`config.mk`:
```
export PLATFORM = sky130hd
export DESIGN_NAME = ram_read_scanner
export DESIGN_NICKNAME = d
export VERILOG_FILES = /design/src/rtl/ram_read_scanner.sv
export SDC_FILE = /design/constraint.sdc
export NUM_CORES = 1
export LEC_CHECK = 0
export BUFFER_PORTS_ARGS = -buffer_cell sky130_fd_sc_hd__buf_4
export CELL_PAD_IN_SITES_DETAIL_PLACEMENT = 0
export CELL_PAD_IN_SITES_GLOBAL_PLACEMENT = 1
export CORE_MARGIN = 5
export CORE_UTILIZATION = 44
export DETAILED_ROUTE_END_ITERATION = 8
export PLACE_DENSITY_LB_ADDON = 0.1
export SLEW_MARGIN = 20
export SYNTH_ARGS = -nofsm -noshare
export SYNTH_HDL_FRONTEND = slang
export SYNTH_SLANG_ARGS = --single-unit
```
`constraint.sdc`:
```
create_clock -name clk -period 1.9 [get_ports clk]
set_clock_uncertainty 0.05 [all_clocks]
set_input_delay 0.475 -clock clk [delete_from_list [all_inputs] [get_ports clk]]
set_output_delay 0.475 -clock clk [all_outputs]
set_load 0.02 [all_outputs]
```
`src/rtl/ram_read_scanner.sv`:
```
// ram_read_scanner: owns the read port of a small dual-port RAM. It walks the
// read address on a programmable tick (or on a step pulse), waits out the
// RAM's registered-read latency, then presents a stable address/data pair for
// display while re-reading the same address every clock so writes from the
// other port show up live.
module ram_read_scanner #(
    parameter int ADDR_W   = 5,
    parameter int DATA_W   = 3,
    parameter int TICK_DIV = 50_000_000,
    parameter int RD_LAT   = 1
) (
    input  logic              clk,
    input  logic              reset,
    input  logic              enable,
    input  logic              step,
    input  logic [DATA_W-1:0] rd_data,
    output logic [ADDR_W-1:0] rd_addr,
    output logic [ADDR_W-1:0] disp_addr,
    output logic [DATA_W-1:0] disp_data,
    output logic              disp_valid,
    output logic              wrap
);

    // Prescaler only ever holds 0..TICK_DIV-1; wait counter holds 0..RD_LAT.
    localparam int CNT_W  = (TICK_DIV > 1) ? $clog2(TICK_DIV) : 1;
    localparam int WAIT_W = $clog2(RD_LAT + 1);

    localparam logic [CNT_W-1:0]  CNT_LAST  = CNT_W'(TICK_DIV - 1);
    localparam logic [CNT_W-1:0]  CNT_ONE   = CNT_W'(1);
    localparam logic [WAIT_W-1:0] WAIT_LOAD = WAIT_W'(RD_LAT);
    localparam logic [WAIT_W-1:0] WAIT_ONE  = WAIT_W'(1);
    localparam logic [ADDR_W-1:0] ADDR_ONE  = ADDR_W'(1);

    typedef enum logic [1:0] {
        ISSUE,
        WAIT,
        SHOW
    } state_t;

    state_t            state;
    state_t            state_next;
    logic [CNT_W-1:0]  cnt;
    logic [CNT_W-1:0]  cnt_next;
    logic [WAIT_W-1:0] wait_cnt;
    logic [WAIT_W-1:0] wait_cnt_next;
    logic [ADDR_W-1:0] rd_addr_next;
    logic [ADDR_W-1:0] disp_addr_next;
    logic [DATA_W-1:0] disp_data_next;
    logic              disp_valid_next;
    logic              wrap_next;
    logic              advance;

    // Next-state and next-register values; everything holds unless a state says otherwise.
    always_comb begin
        state_next      = state;
        cnt_next        = cnt;
        wait_cnt_next   = wait_cnt;
        rd_addr_next    = rd_addr;
        disp_addr_next  = disp_addr;
        disp_data_next  = disp_data;
        disp_valid_next = disp_valid;
        wrap_next       = 1'b0;
        // A step coinciding with the tick still yields a single increment.
        advance         = step | (enable & (cnt == CNT_LAST));

        case (state)
            ISSUE: begin
                // rd_addr was just updated; give the RAM one clock to sample it.
                state_next    = WAIT;
                wait_cnt_next = WAIT_LOAD;
            end

            WAIT: begin
                if (wait_cnt == WAIT_ONE) begin
                    // Last latency clock: q now belongs to rd_addr.
                    disp_data_next  = rd_data;
                    disp_addr_next  = rd_addr;
                    disp_valid_next = 1'b1;
                    cnt_next        = '0;
                    wait_cnt_next   = '0;
                    state_next      = SHOW;
                end else begin
                    wait_cnt_next = wait_cnt - WAIT_ONE;
                end
            end

            SHOW: begin
                // Address is stable here, so keep refreshing the shown data.
                disp_data_next = rd_data;
                if (advance) begin
                    rd_addr_next = rd_addr + ADDR_ONE;
                    wrap_next    = &rd_addr;
                    cnt_next     = '0;
                    state_next   = ISSUE;
                end else if (enable) begin
                    cnt_next = cnt + CNT_ONE;
                end
            end

            default: begin
                state_next = ISSUE;
            end
        endcase
    end

    // State and datapath registers with synchronous active-low reset.
    always_ff @(posedge clk) begin
        if (!reset) begin
            state      <= ISSUE;
            cnt        <= '0;
            wait_cnt   <= '0;
            rd_addr    <= '0;
            disp_addr  <= '0;
            disp_data  <= '0;
            disp_valid <= 1'b0;
            wrap       <= 1'b0;
        end else begin
            state      <= state_next;
            cnt        <= cnt_next;
            wait_cnt   <= wait_cnt_next;
            rd_addr    <= rd_addr_next;
            disp_addr  <= disp_addr_next;
            disp_data  <= disp_data_next;
            disp_valid <= disp_valid_next;
            wrap       <= wrap_next;
        end
    end

endmodule

```
# Word-level counts from Yosys, hierarchy flattened
# Cells that the tools add are included.
totals:
  ff_bits: 44
  word_cells: 40
  inputBits: 7
  out_inout_bits: 15
op_classes:
  n_bitwise: 2
  n_mux: 11
  n_eq_ne: 6
  add_sub_neg: 3
  n_reduce_logical: 10
op_table:
  columns: ["operator", "n"]
  rows:
  - ["26-bit two-way mux", 3]
  - ["26-bit case mux with 2 select lines", 1]
  - ["26-bit by 1-bit adder with 26-bit output, second input constant", 1]
  - ["26-bit equality test, second input constant", 1]
  - ["2-bit AND reduction", 4]
  - ["2-bit case mux with 3 select lines", 1]
  - ["3-bit case mux with 2 select lines", 1]
  - ["3-bit AND reduction", 2]
  - ["5-bit by 1-bit adder with 5-bit output, second input constant", 1]
  - ["5-bit AND reduction", 1]
  - ["2-bit two-way mux", 2]
  - ["2-bit != test, second input constant", 2]
  - ["2-bit nonzero test", 2]
  - ["3-bit two-way mux", 1]
  - ["3-bit != test, second input constant", 1]
  - ["2-bit by 1-bit equality test with 1-bit output, second input constant", 1]
  - ["2-bit equality test, second input constant", 1]
  - ["2-bit logical NOT", 1]
  - ["1-bit case mux with 2 select lines", 1]
  - ["1-bit bitwise AND", 1]
  - ["1-bit two-way mux", 1]
  - ["1-bit OR", 1]
  - ["1-bit subtractor, second input constant", 1]

# Logic depth before layout (Yosys ltp)
# Gate-level depths: netlist (run 1).
depth:
  word_depth: 5
  mapped_depth: 7

# Least setup slack after synthesis (run 1)
# Ideal clock, no wire load.
synth_path:
  kind: "reg-to-reg"
  from: "register cnt[0]"
  to: "register cnt[18]"
  path_stages_with_launch: 8
  synth_period_minus_slack_ns: 1.622
  required_time_ns: 1.786
  n_path_buf: 1
  t_arrival_ns: 1.508
  setup_slack_ns: 0.278
  cell_sequence: "dfxtp_1 -> ha_1 -> and4bb_2 -> and3_1 -> a211oi_2 -> o21ai_4 -> buf_6 -> nor2_1"
synth_via:
  elab_chain_len: 5
  elab_cells_between_ends: 9
  cone_classes: "add/sub: 1; eq/ne: 2; mux: 3; bitwise: 2; reduce/logical: 1"
synth_lines:
  columns: ["element", "line", "rtl"]
  rows:
  - ["start, declared", "42", "logic [CNT_W-1:0] cnt;"]
  - ["start signal, assigned", "119", "cnt <= cnt_next;"]
  - ["branches (longest 5 deep; another with 26-bit by 1-bit adder with 26-bit output)", null, null]
# Several ways; the timed one is not identified. The select of a mux whose other input is x is not followed.
# A chain may end at the register's enable or synchronous reset.

# Worst setup path in the final report (run 1)
layout_path:
  from: "register cnt[0]"
  to: "register cnt[23]"
# The elaborated chain is that of the path after synthesis.

==> flow_metrics.tcl, run 1 <==
set metrics [dict create \
    place_area_um2 2416 \
    max_clock_freq_mhz 561.5 \
    grt_pass1_wl_um 7769 \
    swShare_pct 23.96 \
    finalCritPeriodShare_pct 93.74 \
    powerDensity_nw_per_um2 675.0 \
    p_seq_share_pct 55.8 \
    root_buffer "clkbuf_8" \
    wl_per_cell_um 13.80 \
    vias 1713 \
    core_um2 4692 \
    yosysTopAreaCellShare_pct 41.51 \
    path_class "register to register" \
    ys_seq_area_share_pct 41.51 \
    endpoint "cnt[23]" \
    yosys_most_used_dff "dfxtp_1" \
    p_switching_uw 408.1 \
    dr.pass1.iters 4 \
    yosysWarnings 0 \
    grt_remaining_overflow 0 \
    crit_path_end_kind "register" \
    multi_input_area_um2 1179 \
    cts_tree "done" \
    clock-sinks 44 \
    pin_count 22 \
    nets 281 \
    final_cell_area_um2 2522 \
    synth_area_leaders "dfxtp_1 (42%), nand2_1 (5.3%), xor2_1 (4.5%)" \
    yosysTopAreaCell "dfxtp_1" \
    setup_viol 0 \
    grt_setup_unrepaired "true" \
    drv_slew 0 \
    drtIter0Drc 109 \
    slew_headroom_pct 61.50 \
    drt_wl_total_um 4498 \
    ctsHoldBuffers 0 \
    fin_ws_ps 119.0 \
    required_ps 2080 \
    start_util_pct 45.23 \
    pwr-share-comb_pct 8.7 \
    ys_types 38 \
    place_hpwl_um 3300 \
    clock_latency_ps 290 \
    avgSynthCellArea_um2 8.954 \
    grt_antenna_before_repair 0 \
    drc 0 \
    fillers 452 \
    power.total_mw 1.703 \
    h-tree-depth 2 \
    gp_congestion 0.7879 \
    p_int_mw 1.295 \
    reg2reg_slack_ps 120 \
    reg2reg_depth 7 \
    async_flop_share_pct 0 \
    chipHeight_um 79.45 \
    ys_seq_elements 44 \
    syn_area_um2 2122 \
    clockPowerShare_pct 35.5 \
    clockBufferDepth 2 \
    num_rows 25 \
    ff_latch_area_um2 880.8 \
    cp_max_fo 26 \
    vias_per_cell 5.255 \
    dieArea_um2 6312 \
    clk_pin_slew_ps 80 \
    port_buffers 21 \
    crit_path_start_kind "register" \
    diodes 0 \
    synthCells 237 \
    vdd_drop_max_v 0.0003574 \
    outcome "finished, final reports clean" \
    cap_violations 0 \
    final_layout_size_suffix_gt1_share_pct 20.96 \
    p_leak_nw 0.9758 \
    grt_pass1_vias 1604 \
    area_delta_synth_final_pct 18.87 \
    hold_violations 0 \
    r2r-end "cnt[23]" \
    synth_edf_count 0 \
    grt_max_degree 27 \
    track_usage_pct 15.78 \
    tightest_slew_ps 575.4 \
    antenna_left 0 \
    final_cell_mix "dfxtp_1 (44), buf_4 (36), nand2_1 (30), nor2_1 (24), nand4_1 (14)" \
    synth.net_count 247 \
    dieWidth_um 79.45 \
    cp.arrival_ps 1960 \
    hold_class "input port to register" \
    timing.rr.start "cnt[0]" \
    crit_start "cnt[0]" \
    numCtsBuffers 5 \
    period_needed_ps 1781 \
    final_common_cell "dfxtp_1" \
    post-place-ws_ps 86.61 \
]
-- synth_stat cells (2+ instances only) --
master and count:
and4bb_2 2, nor2_1 24, nand4_1 14, and3_1 7, ha_1 3, o21ai_0 6, xnor2_1 10, dfxtp_1 44
clkbuf_1 4, buf_6 3, nand3_1 9, nor2b_1 3, nor3_1 2, o21a_1 3, inv_1 4, mux2i_1 4
xor2_1 11, nor4_1 8, nand2b_1 2, and4_1 3, and2_1 5, a21boi_0 8, or3_1 5, and4_4 2
nand2_1 30, a21oi_1 6, o21ai_4 2, buf_2 3
-- worst min path at each step --
stage | startpoint | to | cells after the start
3_3_place_gp | disp_addr[3] | disp_addr[3] | 2
3_5_place_dp | disp_valid | disp_valid | 1
4_1_cts | rd_data[2] | disp_data[2] | 3
2_1_floorplan | cnt[25] | cnt[25] | 2
5_1_grt | rd_data[0] | disp_data[0] | 3
6_report | rd_data[2] | disp_data[2] | 3
-- registers in the layout, indices dropped and copies added, names as in the netlist --
name and flops:
disp_addr 5, disp_valid 1, rd_addr 5, state 2
wait_cnt 1, cnt 26, disp_data 3, wrap 1
-- stage by stage --
| step | hold WS (ps) | cells | util, % | setup TNS, ps |
|---|---|---|---|---|
| global placement | 401.1 | 318 | 51.49 | 0 |
| global route | 390.7 | 326 | 53.76 | -29.07 |
| finish | 386.0 | 326 | 53.76 | 0 |
| CTS | 379.1 | 326 | 53.41 | 0 |
| floorplan | 403.8 | 237 | - | 0 |
| detailed placement | 408.5 | 318 | 51.49 | 0 |
-- critical path: stages, from the launching register on --
cell and delay, ps:
dfxtp_1 340, ha_1 240, and4bb_2 230, and3_1 170, a211oi_4 310, o21ai_4 80, buf_12 170, a21oi_1 110
-- power groups by stage --
stage / clock [mW] / sequential, mW / combinational (mW)
CTS: 0.625 / 0.950 / 0.148
floorplan: 0 / 0.978 / 0.0940
global placement: 0 / 0.972 / 0.147
finish: 0.605 / 0.950 / 0.148
detailed placement: 0 / 0.972 / 0.148
global route: 0.680 / 0.953 / 0.161
-- area by class of cell --
cell class / count / area share (%)
clock buffers: 8 / 3.571
flip-flops and latches: 44 / 34.92
inverters: 4 / 0.5952
well taps: 54 / 2.679
multi-input cells: 179 / 46.73
repair buffers: 37 / 11.51
-- timing repair --
action,in CTS,in global routing
setup buffers,0,0
endpoints found under the setup margin,0,1
gates resized for setup,0,2
-- cells by family after synthesis --
logic type | Yosys count | share of synthesized area (%)
buffers and inverters | 14 | 3.714
DFF | 44 | 41.51
xor gates and xnor gates | 21 | 8.667
and+or+nand+nor | 124 | 33.14
adders and majority gates | 3 | 1.769
AOI/OAI and AO/OA | 27 | 9.316
muxes | 4 | 1.887
-- routing by layer --
metal / track usage [%] / part of all wire (%)
met1: 22.60 / 51
met2: 22.79 / 42
met3: 4.289 / 5.6
met4: 5.155 / 1.3
met5: 0 / 0
No activity file was read; power rests on OpenSTA's default activity.
==> run 2, diff against run 1 <==
--- a/config.mk
+++ b/config.mk
@@ -5,12 +5,13 @@
 export SDC_FILE = /design/constraint.sdc
 export NUM_CORES = 1
 export LEC_CHECK = 0
-export BUFFER_PORTS_ARGS = -buffer_cell sky130_fd_sc_hd__buf_4
 export CELL_PAD_IN_SITES_DETAIL_PLACEMENT = 0
 export CELL_PAD_IN_SITES_GLOBAL_PLACEMENT = 1
 export CORE_MARGIN = 5
-export CORE_UTILIZATION = 44
+export CORE_UTILIZATION = 47
 export DETAILED_ROUTE_END_ITERATION = 8
+export DONT_BUFFER_PORTS = 1
+export MAX_ROUTING_LAYER = met4
 export PLACE_DENSITY_LB_ADDON = 0.1
 export SLEW_MARGIN = 20
 export SYNTH_ARGS = -nofsm -noshare
==> flow_metrics.tcl, run 2 (synthesis gave the netlist of run 1 again) <==
set metrics [dict create \
    outcome "finished, final reports clean" \
    pwr-share-comb_pct 7.4 \
    period_needed_ps 1814 \
    cts_tree "done" \
    p_leak_nw 0.9445 \
    clock_latency_ps 300 \
    grt_antenna_before_repair 0 \
    cp_max_fo 13 \
    clockPowerShare_pct 40.9 \
    max_stage_delay_ps 390 \
    hold_violations 0 \
    cp.arrival_ps 1990 \
    grt_pass1_vias 1747 \
    track_usage_pct 17.24 \
    post-place-ws_ps -93.42 \
    core_um2 4354 \
    dieWidth_um 77.20 \
    final_layout_size_suffix_gt1_share_pct 20.00 \
    crit_path_start_kind "register" \
    drc 0 \
    drt_wl_total_um 4906 \
    hold_depth 1 \
    swShare_pct 23.02 \
    grt_remaining_overflow 0 \
    critical_path.top_delay_family "compound AO/OA/AOI/OAI gates" \
    cap_violations 0 \
    final_common_cell "dfxtp_1" \
    slew_headroom_pct 62.65 \
    drtIter0Drc 126 \
    start_util_pct 48.74 \
    largest_register_ffs 26 \
    root_buffer "clkbuf_8" \
    gp_congestion 0.8706 \
    r2r-end "cnt[24]" \
    slowest_stage "a211oi_4" \
    required_ps 2080 \
    diodes 0 \
    clk_pin_slew_ps 90 \
    setup_viol 0 \
    pin_count 22 \
    clockBufferDepth 2 \
    crit_path_end_kind "register" \
    powerDensity_nw_per_um2 742.2 \
    min_from "reset" \
    place_hpwl_um 3432 \
    numCtsBuffers 5 \
    hold_class "input port to register" \
    p_switching_uw 426.4 \
    finalCritPeriodShare_pct 95.50 \
    top_register "cnt" \
    dr.pass1.iters 4 \
    vdd_drop_max_v 0.0004719 \
    power.total_mw 1.853 \
    grt_setup_unrepaired "false" \
    tightest_slew_ps 560.3 \
    vias 1765 \
    p_seq_share_pct 51.6 \
    crit_buf_inv 1 \
    crit_chain "ha_1 -> and4bb_2 -> and3_1 -> a211oi_4 -> o21ai_4 -> buf_12 -> a21oi_1" \
    reg2reg_depth 7 \
    nets 269 \
    grt_pass1_wl_um 8211 \
    grt_max_degree 23 \
    vias_per_cell 5.657 \
    port_buffers 0 \
    antenna_left 0 \
    dieArea_um2 5959 \
    final_cell_mix "dfxtp_1 (42), nand2_1 (30), nor2_1 (24), buf_4 (23), nand4_1 (14)" \
    reg2reg_slack_ps 90 \
    clock-sinks 44 \
    drv_slew 0 \
    num_rows 24 \
    path_class "register to register" \
    wl_per_cell_um 15.72 \
    top_regs "cnt (26), disp_addr (5), rd_addr (5)" \
    fin_ws_ps 85.51 \
    max_clock_freq_mhz 551.1 \
    area_delta_synth_final_pct 17.63 \
    timing.rr.start "cnt[0]" \
    h-tree-depth 2 \
    chipHeight_um 77.20 \
    p_int_mw 1.426 \
    min_to "state[1]" \
]
-- run 2: cell count changes in the layout (fill, tap and decap cells not counted), moves of 2 or more --
| cell | change |
|---|---|
| nor4_2 | +2 |
| buf_4 | -13 |
| dfxtp_2 | +2 |
| nor4_1 | -2 |
| clkbuf_1 | -2 |
| dfxtp_1 | -2 |
-- run 2: final cells by class --
type,count,area (µm²)
fill,380,1858
multi-input combinational,180,1219
sequential,44,883.3
timing repair buffer,24,192.7
clock buffer,6,82.58
tap,52,65.06
clock inverter,2,38.79
inverter,4,15.01
-- run 2: worst max path at each step --
stage,slack [ps],cells past startpoint,to,start
6_report,90,7,cnt[24],cnt[0]
2_1_floorplan,280,7,cnt[18],cnt[0]
3_3_place_gp,-5,5,cnt[7],cnt[10]
4_1_cts,2,5,cnt[11],cnt[22]
3_5_place_dp,-90,5,cnt[15],cnt[10]
5_1_grt,4,5,cnt[9],state[1]
-- run 2: layer usage --
metal / vias to the layer above / track usage (%) / wire [µm]
li1: 878 / - / -
met4: 0 / 5.326 / 78
met3: 9 / 5.386 / 267
met1: 841 / 20.59 / 2195
met2: 37 / 27.69 / 2365
met5: - / - / 0
-- run 2: repair_timing --
item                                    4_1_cts  5_1_grt
hold buffers                                  0        0
endpoints found under the hold margin         0        0
resized for setup                             2        7
pin swaps                                     1        2
setup buffers                                 0        5
endpoints found under the setup margin       26       30
cloned                                        1        0
-- run 2: through the flow --
step | instance area [µm²] | setup TNS, ps | hold slack (ps) | instances | util, %
after global routing | 2496 | 0 | 239.5 | 312 | 57.33
final | 2496 | 0 | 246.4 | 312 | 57.33
after detailed placement | 2266 | -1935 | 432.4 | 298 | 52.04
after floorplan | 2122 | 0 | 403.8 | 237 | -
after global placement | 2266 | -5.277 | 423.8 | 298 | 52.04
after CTS | 2411 | 0 | 244.5 | 307 | 55.37
-- run 2: power groups by stage --
| stage | registers, mW | clock network [mW] | logic [mW] |
|---|---|---|---|
| CTS | 0.957 | 0.770 | 0.116 |
| global placement | 0.978 | 0 | 0.105 |
| finish | 0.956 | 0.758 | 0.138 |
| detailed placement | 0.979 | 0 | 0.108 |
| global route | 0.959 | 0.824 | 0.149 |
| floorplan | 0.978 | 0 | 0.0940 |
